===== src/rtl/effects_ctrl_scheduler_if.sv =====
// Control/status bundle between user-control logic and the effects scheduler.
// master: control side (drives targets and pulses); slave: scheduler.
interface effects_ctrl_scheduler_if #(
    parameter int GAIN_W = 11
);
    logic [GAIN_W-1:0] gain_target;
    logic              target_load;
    logic              gain_up;
    logic              gain_down;
    logic              sample_valid;
    logic [GAIN_W-1:0] gain_value;
    logic [GAIN_W-1:0] target_out;
    logic              ramp_busy;

    modport master (
        output gain_target, target_load, gain_up, gain_down,
        input  sample_valid, gain_value, target_out, ramp_busy
    );

    modport slave (
        input  gain_target, target_load, gain_up, gain_down,
        output sample_valid, gain_value, target_out, ramp_busy
    );
endinterface


===== src/rtl/effects_ctrl_scheduler.sv =====
// Effects pipeline scheduler: per-sample valid strobe plus anti-zipper gain ramp.
// Gain codes are unsigned Q(GAIN_W-GAIN_FRAC).GAIN_FRAC; all math is on the raw code.
// Build option: EFFECTS_GAIN_RAMP_EN defined -> gain moves RAMP_STEP per strobe;
// undefined -> gain jumps straight to the target on the first strobe in RAMP.
module effects_ctrl_scheduler #(
    parameter int GAIN_W         = 11,
    parameter int GAIN_FRAC      = 4,
    parameter int CLK_PER_SAMPLE = 1042,
    parameter int RAMP_STEP      = 1,
    parameter int BTN_STEP       = 4,
    parameter int GAIN_MAX       = 2047,
    parameter int GAIN_RESET     = 16
) (
    input  logic clk,
    input  logic rst,
    effects_ctrl_scheduler_if.slave bus
);
    localparam int CW = (CLK_PER_SAMPLE > 2) ? $clog2(CLK_PER_SAMPLE) : 1;

    typedef logic [GAIN_W:0]   wide_t;
    typedef logic [GAIN_W-1:0] gain_t;
    typedef enum logic {IDLE = 1'b0, RAMP = 1'b1} state_t;

    localparam logic [CW-1:0] CNT_LAST = CW'(CLK_PER_SAMPLE - 1);
    localparam wide_t         MAX_W    = wide_t'(GAIN_MAX);
    localparam wide_t         BTN_W    = wide_t'(BTN_STEP);
    localparam gain_t         G_RST    = gain_t'(GAIN_RESET);
    localparam gain_t         G_MAX    = gain_t'(GAIN_MAX);

    // Reject configurations the counter/ramp arithmetic cannot honour.
    if (CLK_PER_SAMPLE < 2 || RAMP_STEP < 1 || GAIN_FRAC > GAIN_W) begin : g_bad_cfg
        $error("effects_ctrl_scheduler: illegal parameter set");
    end

    logic [CW-1:0] cnt_q, cnt_d;
    logic          sv_q, sv_d;
    gain_t         target_q, target_d;
    gain_t         gain_q, gain_d;
    logic          busy_q, busy_d;
    state_t        state_q, state_d;

    // Saturating arithmetic is done one bit wider so it can never wrap.
    wide_t tgt_sum, tgt_dif, load_w;
    assign tgt_sum = {1'b0, target_q} + BTN_W;
    assign tgt_dif = {1'b0, target_q} - BTN_W;
    assign load_w  = {1'b0, bus.gain_target};

    // close: this strobe lands exactly on the target and ends the ramp.
    logic close;
`ifdef EFFECTS_GAIN_RAMP_EN
    localparam gain_t STEP = gain_t'(RAMP_STEP);
    logic  go_up;
    gain_t mag;
    assign go_up = (target_q > gain_q);
    assign mag   = go_up ? (target_q - gain_q) : (gain_q - target_q);
    assign close = (mag <= STEP);
`else
    assign close = 1'b1;
`endif

    // Sample counter wraps at CLK_PER_SAMPLE; strobe registered for the last count.
    always_comb begin
        cnt_d = (cnt_q == CNT_LAST) ? '0 : cnt_q + CW'(1);
        sv_d  = (cnt_d == CNT_LAST);
    end

    // Target update: load wins; simultaneous up/down cancel; clamp to [0, GAIN_MAX].
    always_comb begin
        target_d = target_q;
        if (bus.target_load) begin
            target_d = (load_w > MAX_W) ? G_MAX : bus.gain_target;
        end else if (bus.gain_up && !bus.gain_down) begin
            target_d = (tgt_sum > MAX_W) ? G_MAX : tgt_sum[GAIN_W-1:0];
        end else if (bus.gain_down && !bus.gain_up) begin
            target_d = tgt_dif[GAIN_W] ? '0 : tgt_dif[GAIN_W-1:0];
        end
    end

    // FSM state register.
    always_ff @(posedge clk or negedge rst) begin
        if (!rst) state_q <= IDLE;
        else      state_q <= state_d;
    end

    // FSM next state: enter RAMP on any mismatch, leave once gain reaches the target.
    always_comb begin
        state_d = state_q;
        case (state_q)
            IDLE: if (target_q != gain_q) state_d = RAMP;
            RAMP: begin
                if (target_q == gain_q)    state_d = IDLE;
                else if (sv_q && close)    state_d = IDLE;
            end
            default: state_d = IDLE;
        endcase
    end

    // FSM outputs: gain only moves on a strobe while in RAMP, using the pre-edge target.
    always_comb begin
        gain_d = gain_q;
        if (state_q == RAMP && sv_q && target_q != gain_q) begin
`ifdef EFFECTS_GAIN_RAMP_EN
            if (close)      gain_d = target_q;
            else if (go_up) gain_d = gain_q + STEP;
            else            gain_d = gain_q - STEP;
`else
            gain_d = target_q;
`endif
        end
        busy_d = (state_d == RAMP);
    end

    // Datapath registers; async reset aborts any ramp in progress.
    always_ff @(posedge clk or negedge rst) begin
        if (!rst) begin
            cnt_q    <= '0;
            sv_q     <= 1'b0;
            target_q <= G_RST;
            gain_q   <= G_RST;
            busy_q   <= 1'b0;
        end else begin
            cnt_q    <= cnt_d;
            sv_q     <= sv_d;
            target_q <= target_d;
            gain_q   <= gain_d;
            busy_q   <= busy_d;
        end
    end

    assign bus.sample_valid = sv_q;
    assign bus.gain_value   = gain_q;
    assign bus.target_out   = target_q;
    assign bus.ramp_busy    = busy_q;
endmodule


===== src/flat_wrapper.sv =====
// flat-port wrapper written by rule: the top's interface ports become plain ports
module effects_ctrl_scheduler_flat 
#(
    parameter int GAIN_W         = 11,
    parameter int GAIN_FRAC      = 4,
    parameter int CLK_PER_SAMPLE = 1042,
    parameter int RAMP_STEP      = 1,
    parameter int BTN_STEP       = 4,
    parameter int GAIN_MAX       = 2047,
    parameter int GAIN_RESET     = 16
)
  (clk, rst, bus_gain_target, bus_target_load, bus_gain_up, bus_gain_down, bus_sample_valid, bus_gain_value, bus_target_out, bus_ramp_busy);
  effects_ctrl_scheduler_if #(.GAIN_W(GAIN_W)) bus_i ();
  input  logic clk;
  input  logic rst;
  input wire logic [$bits(bus_i.gain_target)-1:0] bus_gain_target;
  input wire logic [$bits(bus_i.target_load)-1:0] bus_target_load;
  input wire logic [$bits(bus_i.gain_up)-1:0] bus_gain_up;
  input wire logic [$bits(bus_i.gain_down)-1:0] bus_gain_down;
  output wire logic [$bits(bus_i.sample_valid)-1:0] bus_sample_valid;
  output wire logic [$bits(bus_i.gain_value)-1:0] bus_gain_value;
  output wire logic [$bits(bus_i.target_out)-1:0] bus_target_out;
  output wire logic [$bits(bus_i.ramp_busy)-1:0] bus_ramp_busy;
  assign bus_i.gain_target = bus_gain_target;
  assign bus_i.target_load = bus_target_load;
  assign bus_i.gain_up = bus_gain_up;
  assign bus_i.gain_down = bus_gain_down;
  assign bus_sample_valid = bus_i.sample_valid;
  assign bus_gain_value = bus_i.gain_value;
  assign bus_target_out = bus_i.target_out;
  assign bus_ramp_busy = bus_i.ramp_busy;
  effects_ctrl_scheduler #(.GAIN_W(GAIN_W), .GAIN_FRAC(GAIN_FRAC), .CLK_PER_SAMPLE(CLK_PER_SAMPLE), .RAMP_STEP(RAMP_STEP), .BTN_STEP(BTN_STEP), .GAIN_MAX(GAIN_MAX), .GAIN_RESET(GAIN_RESET)) u_core (.clk(clk), .rst(rst), .bus(bus_i));
endmodule

===== config.mk =====
export PLATFORM = sky130hd
export DESIGN_NAME = effects_ctrl_scheduler_flat
export DESIGN_NICKNAME = d
export VERILOG_FILES = /design/src/rtl/effects_ctrl_scheduler_if.sv /design/src/rtl/effects_ctrl_scheduler.sv /design/src/flat_wrapper.sv
export SDC_FILE = /design/constraint.sdc
export NUM_CORES = 1
export LEC_CHECK = 0
export BUFFER_PORTS_ARGS = -buffer_cell sky130_fd_sc_hd__buf_2
export CAP_MARGIN = 30
export CORE_UTILIZATION = 56
export CTS_CLUSTER_SIZE = 12
export DETAILED_ROUTE_END_ITERATION = 12
export PLACE_DENSITY = 0.76
export RECOVER_POWER = 50
export SETUP_SLACK_MARGIN = 0.02
export SLEW_MARGIN = 10
export SYNTH_ARGS = -nofsm -noshare
export SYNTH_HDL_FRONTEND = slang
export SYNTH_SLANG_ARGS = --single-unit

===== constraint.sdc =====
create_clock -name clk -period 2.2 [get_ports clk]
set_input_delay 0.44 -clock clk [delete_from_list [all_inputs] [get_ports clk]]
set_output_delay 0.44 -clock clk [all_outputs]
set_load 0.02 [all_outputs]

==> impl_metrics.yaml <==
run_status:
  outcome: "complete, no violations"
place:
  io_buffers: 39
  place.gp.congestion: 0.917
  hpwl_mm: 3.56
  dp_slack_ns: 0.274
  placed_area_um2: 2430
grt:
  grt_util_met2_pct: 39.7
  grt_pass1_vias: 1735
  antenna_found_initial: 0
  grt-ovfl-total: 0
  grt_use_met3_pct: 5.81
  grt_max_degree: 36
  grt_usage_pct: 26.0
  grt_pass1_wl_mm: 8.39
  grt_busiest_layer: "met2"
  grtUsageMet1_pct: 38.4
sta:
  fin_crit_ns: 1.90
  rsz0062_at_grt: "no"
  setup-violations-final: 0
  post-route-period-util_pct: 86.5
  fmax_mhz: 526
  setup_ws_ns: 0.298
  drv_slew: 0
  skew_ns: 0.00280
  tightest_slew_ns: 0.772
  finalSetupTns_ns: 0
  slew-limit-headroom_pct: 48.5
  hold_violations: 0
power:
  p_leak_nw: 1.10
  power_density_nw_per_um2: 645
  vdd_ir_drop_max_mv: 0.445
synth:
  synth.top_cells.by_area: "dfrtp_1, xnor2_1, nor2_1, mux2_1, a21oi_1"
  synthCells: 237
  syn-cell-area_um2: 2220
  syn_nets: 257
  synth-async-reset-ratio_pct: 100
  yosys.area.top_type: "dfrtp_1"
  yosys-top-cells-count: "dfrtp_1, nor2_1, xnor2_1"
  post-synth-top-count-cell: "dfrtp_1"
  ys_ff_latch: 35
  ys_types: 56
  yosysWarnings: 0
  synth-edff-count: 0
  ys_seq_area_share_pct: 39.6
  syn_area_per_cell_um2: 9.35
  synth_ff_type: "dfrtp_1"
  synthDominantCellAreaShare_pct: 37.3
critical_path:
  cp_max_fo: 11
  cp_slowest_cell: "or4_4"
  crit_path_start_kind: "flop"
  path_cells: "or4_4 -> nor4_4 -> mux2i_1 -> o31a_1 -> o21ai_2"
  crit_arrival_ns: 2.07
  cp.required_ns: 2.37
  r2r_slack_ns: 0.30
  cp-end-kind: "flop"
  critical_path_class: "reg -> reg"
  max_stage_delay_ns: 0.61
final_layout:
  fin_util_pct: 68.6
  fin_nets: 294
  num_antenna_cells: 0
  drive_gt1_share_pct: 24.0
  fin_area_um2: 2550
  regArea_um2: 878
  num-fill-cells: 312
  syn_to_final_growth_pct: 15.0
  multiInputGateArea_um2: 1220
cts:
  ctsHoldBuffers: 0
  clockBufferDepth: 2
  htreeDepth: 2
  clock_latency_ns: 0.28
  cts_tree: "built"
  cts.sink_count: 35
  cts_buffers: 5
  cts-root-buf: "clkbuf_8"
  cts_resized: 0
  clk_pin_slew_ns: 0.07
  postCtsSetupRepairBufs: 0
die:
  die_h_um: 64.9
  initial_core_util_pct: 59.6
  ioPinCount: 40
  dieWidth_um: 64.9
  die_area_um2: 4210
  coreArea_um2: 3720
  rows: 22
detailed_routing:
  vias_per_cell: 5.90
  drtIter0Drc: 172
  num_vias: 1905
  wl_per_cell_um: 15.4
  drt-total-wl_mm: 4.99
  ant_nets: 0
  drcViolationCount: 0
  first_pass_iters: 4
job:
  maxCapViolations: 0
hold_path:
  hold_path.class: "in -> async"
cells in the final DEF, fill, tap and decap left out, types with 2 or more instances in the layout:
cell type  instances
xnor2_1           17
clkbuf_8           5
nand2b_1           2
nor4_2             2
and4_1             2
nor2b_1            6
a22o_1             2
and3_1             3
and3_4             2
nor3_2             2
dfrtp_1           33
buf_4              8
o21ai_1            2
nand3_1           10
clkbuf_1           4
nor3_1             2
ha_1               4
a31oi_1            6
dfstp_2            2
nor2_1            23
inv_1              6
nand2_1           16
nand4_1            8
mux2_1             7
nor3b_1            2
buf_2             35
o31a_1             2
o211ai_1           2
xor2_1             6
or3_1              4
a221o_1            2
nor4_1             3
o21ai_0            8
a21oi_1           13
flip-flops by register name, summed over array words and instances (netlist names):
name / cells
u_core.bus.sample_valid: 1
u_core.state_q: 1
u_core.bus.target_out: 11
u_core.bus.gain_value: 11
u_core.cnt_q: 11
metrics by stage:
stage	cells	total power, mW	hold slack, ns
2_1_floorplan	237	0.973	0.144
3_3_place_gp	315	1.07	0.443
3_5_place_dp	315	1.07	0.456
4_1_cts	323	1.65	0.259
5_1_grt	323	1.72	0.291
6_report	323	1.64	0.229
layer usage:
metal / routed length, µm / up-vias
li1: - / 922
met5: 0 / -
met2: 2240 / 81
met3: 405 / 2
met1: 2340 / 900
met4: 10 / 0
path summary, 6_finish.rpt:
check / from / end / cells after the start
max: u_core.bus.target_out[3]$_DFFE_PN0P_ / u_core.bus.target_out[9]$_DFFE_PN0P_ / 5
max reg2reg: u_core.bus.target_out[3]$_DFFE_PN0P_ / u_core.bus.target_out[9]$_DFFE_PN0P_ / 5
min in group clk: bus_gain_target[4] / u_core.bus.target_out[4]$_DFFE_PN1P_ / 3
min reg2reg: u_core.state_q$_DFF_PN0_ / u_core.state_q$_DFF_PN0_ / 1
min: rst / u_core.bus.target_out[6]$_DFFE_PN0P_ / 1
max in group asynchronous: rst / u_core.bus.target_out[8]$_DFFE_PN0P_ / 1
kinds of logic after synthesis:
group           count (synthesis)  synth area share, %
mux                             9                 4.52
xor+xnor                       23                 9.09
compound gates                 48                 14.3
simple gates                   95                 24.8
fa+ha+maj                       4                 2.26
flops                          35                 39.6
buf+inv                        23                 5.36
power breakdown:
part | leakage [nW] | internal [mW] | switching, mW | total [mW]
clock network | 0.0581 | 0.337 | 0.242 | 0.579
registers | 0.441 | 0.670 | 0.0689 | 0.739
logic | 0.605 | 0.140 | 0.186 | 0.325
total | 1.10 | 1.15 | 0.496 | 1.64
worst max-delay path: cells and delay by family (launching register included):
kind / cells / cell delay (ns)
mux: 1 / 0.21
flops: 1 / 0.53
compound gates: 2 / 0.21
simple gates: 2 / 0.85
area by class of cell:
class | instances | share of cell area [%]
Clock inverter | 3 | 1.72
Sequential cell | 35 | 34.5
Tap cell | 48 | 2.36
Clock buffer | 5 | 2.70
Inverter | 6 | 0.884
Multi-Input combinational cell | 179 | 48.0
Timing Repair Buffer | 47 | 9.82
Power figures use the tool's default switching activity.
